`src/rtl/ps2_pkg.sv`:
```
// Shared constants, keymap entry type and frame FSM states for the PS/2 keyboard receiver.
package ps2_pkg;

    localparam logic [7:0] CODE_E0 = 8'hE0;
    localparam logic [7:0] CODE_F0 = 8'hF0;
    localparam logic [7:0] CODE_E1 = 8'hE1;

    localparam logic [7:0] CODE_BAT_OK   = 8'hAA;
    localparam logic [7:0] CODE_BAT_FAIL = 8'hFC;
    localparam logic [7:0] CODE_OVR_00   = 8'h00;
    localparam logic [7:0] CODE_OVR_FF   = 8'hFF;

    // Bytes following E1 in the Pause make sequence.
    localparam int PAUSE_SKIP = 7;

    typedef struct packed {
        logic       hit;
        logic       is_mod;
        logic [7:0] idx;
    } key_entry_t;

    typedef enum logic [1:0] {IDLE, SHIFT, CHECK} frame_state_t;

    function automatic key_entry_t key_mat(input logic [7:0] idx);
        return '{hit: 1'b1, is_mod: 1'b0, idx: idx};
    endfunction

    function automatic key_entry_t key_mod(input logic [7:0] idx);
        return '{hit: 1'b1, is_mod: 1'b1, idx: idx};
    endfunction

    function automatic logic is_reset_code(input logic [7:0] code);
        return (code == CODE_BAT_OK) || (code == CODE_BAT_FAIL) ||
               (code == CODE_OVR_00) || (code == CODE_OVR_FF);
    endfunction

endpackage

```
`src/rtl/ps2_keymap.sv`:
```
// Micro-80 8x7 keymap: {ext, scan code} -> matrix bit (row*7+col) or modifier line.
module ps2_keymap
    import ps2_pkg::*;
(
    input  logic [8:0] key,
    output key_entry_t entry
);

    always_comb begin
        case (key)
            9'h045: entry = key_mat(8'd0);   // 0
            9'h016: entry = key_mat(8'd1);   // 1
            9'h01E: entry = key_mat(8'd2);   // 2
            9'h026: entry = key_mat(8'd3);   // 3
            9'h025: entry = key_mat(8'd4);   // 4
            9'h02E: entry = key_mat(8'd5);   // 5
            9'h036: entry = key_mat(8'd6);   // 6
            9'h03D, 9'h06C: entry = key_mat(8'd7);   // 7, keypad 7
            9'h03E, 9'h075: entry = key_mat(8'd8);   // 8, keypad 8
            9'h046, 9'h07D: entry = key_mat(8'd9);   // 9, keypad 9
            9'h01C: entry = key_mat(8'd10);  // A
            9'h032: entry = key_mat(8'd11);  // B
            9'h021: entry = key_mat(8'd12);  // C
            9'h023: entry = key_mat(8'd13);  // D
            9'h024: entry = key_mat(8'd14);  // E
            9'h02B: entry = key_mat(8'd15);  // F
            9'h034: entry = key_mat(8'd16);  // G
            9'h033: entry = key_mat(8'd17);  // H
            9'h043: entry = key_mat(8'd18);  // I
            9'h03B: entry = key_mat(8'd19);  // J
            9'h042: entry = key_mat(8'd20);  // K
            9'h04B: entry = key_mat(8'd21);  // L
            9'h03A: entry = key_mat(8'd22);  // M
            9'h031: entry = key_mat(8'd23);  // N
            9'h044: entry = key_mat(8'd24);  // O
            9'h04D: entry = key_mat(8'd25);  // P
            9'h015: entry = key_mat(8'd26);  // Q
            9'h02D: entry = key_mat(8'd27);  // R
            9'h01B: entry = key_mat(8'd28);  // S
            9'h02C: entry = key_mat(8'd29);  // T
            9'h03C: entry = key_mat(8'd30);  // U
            9'h02A: entry = key_mat(8'd31);  // V
            9'h01D: entry = key_mat(8'd32);  // W
            9'h022: entry = key_mat(8'd33);  // X
            9'h035: entry = key_mat(8'd34);  // Y
            9'h01A: entry = key_mat(8'd35);  // Z
            9'h029: entry = key_mat(8'd36);  // Space
            9'h05A: entry = key_mat(8'd37);  // Enter
            9'h070: entry = key_mat(8'd38);  // keypad 0
            9'h069: entry = key_mat(8'd39);  // keypad 1
            9'h072: entry = key_mat(8'd40);  // keypad 2
            9'h07A: entry = key_mat(8'd41);  // keypad 3
            9'h06B: entry = key_mat(8'd42);  // keypad 4
            9'h073: entry = key_mat(8'd43);  // keypad 5
            9'h074: entry = key_mat(8'd44);  // keypad 6
            9'h00D: entry = key_mat(8'd45);  // Tab
            9'h076: entry = key_mat(8'd46);  // Esc
            9'h04E: entry = key_mat(8'd47);  // Minus
            9'h049: entry = key_mat(8'd48);  // Period
            9'h16B: entry = key_mat(8'd49);  // Left
            9'h174: entry = key_mat(8'd50);  // Right
            9'h175: entry = key_mat(8'd51);  // Up
            9'h172: entry = key_mat(8'd52);  // Down
            9'h16C: entry = key_mat(8'd53);  // Home
            9'h15A: entry = key_mat(8'd54);  // keypad Enter
            9'h012, 9'h059: entry = key_mat(8'd55);  // Shift (both)
            9'h066: entry = key_mod(8'd0);   // Backspace -> RUS
            9'h007: entry = key_mod(8'd1);   // F12 -> US
            9'h014, 9'h114: entry = key_mod(8'd2);   // Ctrl -> SS
            default: entry = '0;
        endcase
    end

endmodule

```
`src/rtl/ps2_key_matrix.sv`:
```
// PS/2 receiver with prefix decoding and an active-low key matrix scanned by the
// emulated machine's PPI.
module ps2_key_matrix
    import ps2_pkg::*;
#(
    parameter int SAMPLE_DIV    = 250,
    parameter int TIMEOUT_TICKS = 4000,
    parameter int ROWS          = 8,
    parameter int COLS          = 7,
    parameter int MODS          = 3
) (
    input  logic            clk,
    input  logic            rst,
    input  logic            ps2_clk,
    input  logic            ps2_dat,
    input  logic [ROWS-1:0] row_sel,
    output logic [COLS-1:0] col_out,
    output logic [MODS-1:0] mod_out,
    output logic            code_valid,
    output logic [7:0]      code_byte,
    output logic            frame_err
);

    localparam int NKEYS = ROWS * COLS;
    localparam int DIV_W = $clog2(SAMPLE_DIV + 1);
    localparam int TO_W  = $clog2(TIMEOUT_TICKS + 1);

    logic [1:0]       clk_sync, dat_sync;
    logic             clk_prev;
    logic [DIV_W-1:0] div_cnt;
    logic             tick, fall;

    frame_state_t     state;
    logic [10:0]      frame;
    logic [3:0]       bit_cnt;
    logic [TO_W-1:0]  to_cnt;
    logic             ext, brk;
    logic [2:0]       skip;
    logic [NKEYS-1:0] kr;

    logic [7:0]       data;
    logic             frame_ok;
    key_entry_t       entry;

    // NOTE: sequential state uses non-blocking assignments so every flop samples pre-edge values.
    always_ff @(posedge clk) begin
        if (rst) begin
            clk_sync <= 2'b11;
            dat_sync <= 2'b11;
            div_cnt  <= '0;
            clk_prev <= 1'b1;
        end else begin
            clk_sync <= {clk_sync[0], ps2_clk};
            dat_sync <= {dat_sync[0], ps2_dat};
            div_cnt  <= tick ? '0 : div_cnt + DIV_W'(1);
            if (tick)
                clk_prev <= clk_sync[1];
        end
    end

    assign tick = (div_cnt == DIV_W'(SAMPLE_DIV - 1));
    assign fall = tick && clk_prev && !clk_sync[1];

    // Frame is shifted in from the top: after 11 bits, bit0=start, [8:1]=data, 9=parity, 10=stop.
    assign data     = frame[8:1];
    assign frame_ok = !frame[0] && frame[10] && (^frame[9:1]);

    ps2_keymap u_keymap (
        .key   ({ext, data}),
        .entry (entry)
    );

    // NOTE: the key matrix is a flop vector, not a RAM, so it takes the reset like any register.
    always_ff @(posedge clk) begin
        if (rst) begin
            state      <= IDLE;
            frame      <= '0;
            bit_cnt    <= '0;
            to_cnt     <= '0;
            ext        <= 1'b0;
            brk        <= 1'b0;
            skip       <= '0;
            kr         <= '1;
            mod_out    <= '1;
            code_valid <= 1'b0;
            code_byte  <= '0;
            frame_err  <= 1'b0;
        end else begin
            code_valid <= 1'b0;
            frame_err  <= 1'b0;
            case (state)
                IDLE: begin
                    if (fall && !dat_sync[1]) begin
                        frame   <= {dat_sync[1], 10'b0};
                        bit_cnt <= 4'd1;
                        to_cnt  <= '0;
                        state   <= SHIFT;
                    end
                end
                SHIFT: begin
                    if (fall) begin
                        frame   <= {dat_sync[1], frame[10:1]};
                        bit_cnt <= bit_cnt + 4'd1;
                        to_cnt  <= '0;
                        if (bit_cnt == 4'd10)
                            state <= CHECK;
                    end else if (tick) begin
                        if (to_cnt == TO_W'(TIMEOUT_TICKS - 1)) begin
                            frame_err <= 1'b1;
                            state     <= IDLE;
                        end else begin
                            to_cnt <= to_cnt + TO_W'(1);
                        end
                    end
                end
                CHECK: begin
                    state <= IDLE;
                    if (!frame_ok) begin
                        frame_err <= 1'b1;
                    end else begin
                        code_byte  <= data;
                        code_valid <= 1'b1;
                        if (skip != 3'd0) begin
                            skip <= skip - 3'd1;
                        end else if (data == CODE_E0) begin
                            ext <= 1'b1;
                        end else if (data == CODE_F0) begin
                            brk <= 1'b1;
                        end else if (data == CODE_E1) begin
                            skip <= 3'(PAUSE_SKIP);
                        end else if (is_reset_code(data)) begin
                            kr      <= '1;
                            mod_out <= '1;
                            ext     <= 1'b0;
                            brk     <= 1'b0;
                        end else begin
                            // Out-of-range indices fall through both loops untouched.
                            if (entry.hit && entry.is_mod) begin
                                for (int i = 0; i < MODS; i++)
                                    if (int'(entry.idx) == i) mod_out[i] <= brk;
                            end else if (entry.hit) begin
                                for (int i = 0; i < NKEYS; i++)
                                    if (int'(entry.idx) == i) kr[i] <= brk;
                            end
                            ext <= 1'b0;
                            brk <= 1'b0;
                        end
                    end
                end
                default: state <= IDLE;
            endcase
        end
    end

    // NOTE: col_out gets its default first, so no path through the loops can infer a latch.
    always_comb begin
        col_out = '1;
        for (int r = 0; r < ROWS; r++)
            for (int c = 0; c < COLS; c++)
                if (!row_sel[r])
                    col_out[c] = col_out[c] & kr[r*COLS + c];
    end

endmodule

```
`config.mk`:
```
export PLATFORM = sky130hd
export DESIGN_NAME = ps2_key_matrix
export DESIGN_NICKNAME = d
export VERILOG_FILES = /design/src/rtl/ps2_pkg.sv /design/src/rtl/ps2_keymap.sv /design/src/rtl/ps2_key_matrix.sv
export SDC_FILE = /design/constraint.sdc
export NUM_CORES = 1
export LEC_CHECK = 0
export CAP_MARGIN = 20
export CORE_MARGIN = 5
export CORE_UTILIZATION = 55
export DETAILED_ROUTE_END_ITERATION = 7
export GPL_TIMING_DRIVEN = 0
export HOLD_SLACK_MARGIN = 0.15
export PLACE_DENSITY = 0.85
export SYNTH_ARGS = -nofsm -noshare
export SYNTH_HDL_FRONTEND = slang
export SYNTH_SLANG_ARGS = --single-unit
```
`constraint.sdc`:
```
create_clock -name clk -period 3.6 [get_ports clk]
set_input_delay 0.36 -clock clk [delete_from_list [all_inputs] [get_ports clk]]
set_output_delay 0.36 -clock clk [all_outputs]
set_load 0.02 [all_outputs]
```
==> flow_summary_export.csv <==
group,metric,value,unit
status,outcome,"completed",
global_route,global_route.usage.met1,38.9,%
floorplan,chipWidth,123,um
cts,clkLatencyLatePin,0.42,ns
cts,tritoncts,"done",
timing,max_freq,293,MHz
worst_setup_path,cp_data_required_time,3.93,ns
cells_and_area,final_net_count,957,
yosys,syn_nets,908,
routing,drtAntennaViolNets,0,
worst_setup_path,timing.critical_path.slowest_cell_delay,0.46,ns
min_path,class_of_the_tightest_hold_or_removal_check,"reg -> reg",
cts,cts-buffers-inserted,17,
cts,clock_tree.root_cell,"sky130_fd_sc_hd__clkbuf_16",
floorplan,initial_utilization,55.9,%
yosys,synthFlopType,"sky130_fd_sc_hd__dfxtp_1",
cells_and_area,final_core_utilization,65.0,%
timing,setup_tns,0,ns
global_route,met3_usage,7.37,%
yosys,synth_largest_type_area_fraction,33.0,%
global_route,global_route.usage.total,29.4,%
cells_and_area,fraction_of_final_layout_cells_with_drive_strength_greater_than_1,12.2,%
worst_setup_path,setup.worst_path.end_class,"flip-flop",
run,number_of_violations_of_the_max_capacitance_limit,0,
global_route,first_pass_grt_wire_length,35100,um
worst_setup_path,cp_slowest_cell,"sky130_fd_sc_hd__nor4_1",
cells_and_area,layout-area-overhead-vs-synth,16.3,%
placed_design,placement.io_buffers,30,
worst_setup_path,critical_path.n_buffers_inverters,4,
yosys,synthesis.area,7030,um2
yosys,synth.yosys.seq_area_share,33.0,%
floorplan,fp.coreArea,12600,um2
timing,finalClockSkew,0.00670,ns
cells_and_area,register_area,2320,um2
worst_setup_path,crit_path_start_kind,"flip-flop",
routing,drcViolationCount,0,
yosys,synth_top_area_cell,"sky130_fd_sc_hd__dfxtp_1",
timing,final_min_period_over_clock_period,94.9,%
yosys,synth_cell_type_count,70,
cts,clkSinkCount,116,
timing,period_minus_slack,3.42,ns
floorplan,design.portCount,32,
global_route,antenna_found_initial,0,
routing,avgViaCountPerCell,6.61,
timing,hold_viol,0,
timing,pin_slew_with_the_least_headroom_to_its_limit,0.640,ns
worst_setup_path,path_delay_family,"simple AND/OR/NAND/NOR gates",
cells_and_area,fillerInstances,1063,
placed_design,place_inst,1072,
floorplan,die_area,15100,um2
cells_and_area,ant_diodes,0,
floorplan,num_rows,41,
timing,setup_viol_count_final,0,
global_route,grt_overflow,0,
yosys,post_synth.cell_area_avg,8.08,um2
worst_setup_path,highest_net_fanout_along_the_worst_path,10,
yosys,ys_top_cells_by_area,"sky130_fd_sc_hd__dfxtp_1, sky130_fd_sc_hd__a211oi_1, sky130_fd_sc_hd__nor2_1",
power_and_ir_drop,vdd_drop_max,0.344,mV
yosys,yosysWarningCount,0,
routing,wl_per_instance,19.8,um
yosys,async_reset_ff_share,0,%
cts,clock_tree.htree_level_count,4,
timing,final.hold.worst_slack,0.410,ns
global_route,global_route.peak_usage_layer,"met2",
cts,ctsLongestPathBuffers,2,
routing,drtPass1Iterations,6,
timing,drv_slew,0,
worst_setup_path,crit_path_cell_chain,"inv_1, ha_1, buf_2, nand2b_1, o32ai_1, nor4_1, nand4_1, nor2b_1, buf_2, clkbuf_1, a211oi_1, a211oi_1",
power_and_ir_drop,power_density_normalized_to_cell_area,382,nW/um2
routing,drt_first_iter_violations,887,
placed_design,sum_of_net_half_perimeters_after_detailed_placement,15300,um
worst_setup_path,cp.arrival,3.74,ns
cts,cts.reportedPaths.clkPinSlew,0.05,ns
floorplan,die_h,123,um
timing,slew_margin_rel,56.9,%
cells_and_area,multi_input_gate_area,4260,um2
yosys,synth_enable_flop_cells,0,
power_and_ir_drop,totalPowerFinal,3.12,mW
power_and_ir_drop,power_leakage,2.76,nW
yosys,ys_seq_elements,116,
cts,post-cts-setup-buffers,0,
placed_design,routabilityCongestion,1.02,
global_route,maximum_number_of_pins_on_one_net_before_global_route_repair,17,
cells_and_area,instances_no_fill,1102,
worst_setup_path,crit_type,"reg -> reg",
cts,ctsHoldBuffers,0,
timing,rsz_0062_raised_after_global_routing,"yes",
global_route,grt_pass1_vias,6722,
routing,drt_wl_total,21800,um
routing,total_number_of_vias,7288,
yosys,post_synth_inst_count,870,
global_route,groute.layer.met2.usage,46.3,%
[flip-flops by register name, summed over array words and instances (netlist names)]
name and cells:
kr 56, to_cnt 12, frame 11, code_byte 8, div_cnt 8, bit_cnt 4, mod_out 3, skip 3
clk_sync 2, dat_sync 2, state 2, brk 1, clk_prev 1, code_valid 1, ext 1, frame_err 1
[metal layers]
metal | vias to the layer above | wire, um
met5 | - | 0
met4 | 0 | 828
met3 | 94 | 2490
met2 | 491 | 9690
met1 | 3393 | 8790
li1 | 3310 | -
[power breakdown]
part	total, mW	internal (mW)	switching, mW
Combinational	0.0667	0.0230	0.0437
Sequential	1.29	1.29	0.00413
Clock	1.76	1.18	0.581
Total	3.12	2.49	0.629
[area by class of cell]
cell class                      instances  share of cell area, %
Buffer                                 66                   4.49
Clock buffer                           20                   5.59
Clock inverter                         10                   1.91
Inverter                               25                   1.15
Multi-Input combinational cell        663                   52.1
Sequential cell                       116                   28.4
Tap cell                              172                   2.63
Timing Repair Buffer                   30                   3.68
[synthesized netlist by cell type, types with 3 or more instances]
| cell type | number |
|---|---|
| sky130_fd_sc_hd__nand3b_1 | 8 |
| sky130_fd_sc_hd__nand4b_1 | 5 |
| sky130_fd_sc_hd__a22oi_1 | 11 |
| sky130_fd_sc_hd__buf_6 | 10 |
| sky130_fd_sc_hd__nor2b_1 | 7 |
| sky130_fd_sc_hd__nand4_1 | 14 |
| sky130_fd_sc_hd__nand2_1 | 52 |
| sky130_fd_sc_hd__nor3_4 | 8 |
| sky130_fd_sc_hd__or2_2 | 8 |
| sky130_fd_sc_hd__nand3_1 | 34 |
| sky130_fd_sc_hd__a21oi_1 | 41 |
| sky130_fd_sc_hd__clkbuf_1 | 30 |
| sky130_fd_sc_hd__o32ai_1 | 6 |
| sky130_fd_sc_hd__buf_2 | 23 |
| sky130_fd_sc_hd__dfxtp_1 | 116 |
| sky130_fd_sc_hd__ha_1 | 26 |
| sky130_fd_sc_hd__and2_1 | 8 |
| sky130_fd_sc_hd__or3_1 | 5 |
| sky130_fd_sc_hd__o2111ai_1 | 3 |
| sky130_fd_sc_hd__o21bai_1 | 4 |
| sky130_fd_sc_hd__inv_1 | 25 |
| sky130_fd_sc_hd__nor3_1 | 19 |
| sky130_fd_sc_hd__o21ai_0 | 14 |
| sky130_fd_sc_hd__xor2_1 | 12 |
| sky130_fd_sc_hd__nand2b_1 | 10 |
| sky130_fd_sc_hd__a311oi_1 | 12 |
| sky130_fd_sc_hd__buf_4 | 3 |
| sky130_fd_sc_hd__a21o_1 | 5 |
| sky130_fd_sc_hd__a211oi_1 | 95 |
| sky130_fd_sc_hd__nor4_1 | 11 |
| sky130_fd_sc_hd__o22ai_1 | 37 |
| sky130_fd_sc_hd__xnor2_1 | 7 |
| sky130_fd_sc_hd__a31oi_1 | 6 |
| sky130_fd_sc_hd__a31o_2 | 4 |
| sky130_fd_sc_hd__nor2_1 | 144 |
[through the flow]
step | area [um2] | worst slack, ns
after detailed placement | 7540 | 0.0812
after CTS | 8160 | 0.0353
after global routing | 8170 | -0.0150
after floorplan | 7030 | 0.815
final | 8170 | 0.182
after global placement | 7540 | 0.162
[kinds of logic after synthesis]
| kind of cell | after synthesis | synth area share (%) |
|---|---|---|
| and+or+nand+nor | 359 | 27.3 |
| xor gates and xnor gates | 20 | 2.69 |
| AOI/OAI and AO/OA | 255 | 25.4 |
| muxes | 3 | 0.445 |
| DFF | 116 | 33.0 |
| adders and majority gates | 26 | 4.63 |
| buffers and inverters | 91 | 6.50 |
[worst paths after layout]
kind / start / endpoint / slack [ns] / cells past startpoint
max: frame[3] / kr[37] / 0.18 / 12
min: dat_sync[0] / dat_sync[1] / 0.41 / 1
max reg2reg: frame[3] / kr[37] / 0.18 / 12
min reg2reg: dat_sync[0] / dat_sync[1] / 0.41 / 1
[worst register-to-register path: stages (launching register included)]
cell,delay [ns]
sky130_fd_sc_hd__dfxtp_1,0.43
sky130_fd_sc_hd__inv_1,0.12
sky130_fd_sc_hd__ha_1,0.20
sky130_fd_sc_hd__buf_2,0.18
sky130_fd_sc_hd__nand2b_1,0.28
sky130_fd_sc_hd__o32ai_1,0.17
sky130_fd_sc_hd__nor4_1,0.46
sky130_fd_sc_hd__nand4_1,0.23
sky130_fd_sc_hd__nor2b_1,0.15
sky130_fd_sc_hd__buf_2,0.22
sky130_fd_sc_hd__clkbuf_1,0.46
sky130_fd_sc_hd__a211oi_1,0.18
sky130_fd_sc_hd__a211oi_1,0.26
[cell usage in the layout, fill, tap and decap left out, drive strengths merged, types with 27 or more instances in the layout]
master         Yosys  layout
a211oi            97      97
clkdlybuf4s50      0      30
nand2             53      53
clkbuf            30      50
o22ai             37      37
nand3             34      34
a21oi             41      41
dfxtp            116     116
nor2             147     147
nor3              27      27
buf               36      36
[repair_timing]
item,4_1_cts,5_1_grt
endpoints found under the hold margin,0,0
resized for setup,0,8
endpoints found under the setup margin,0,41
Power figures use the tool's default switching activity.
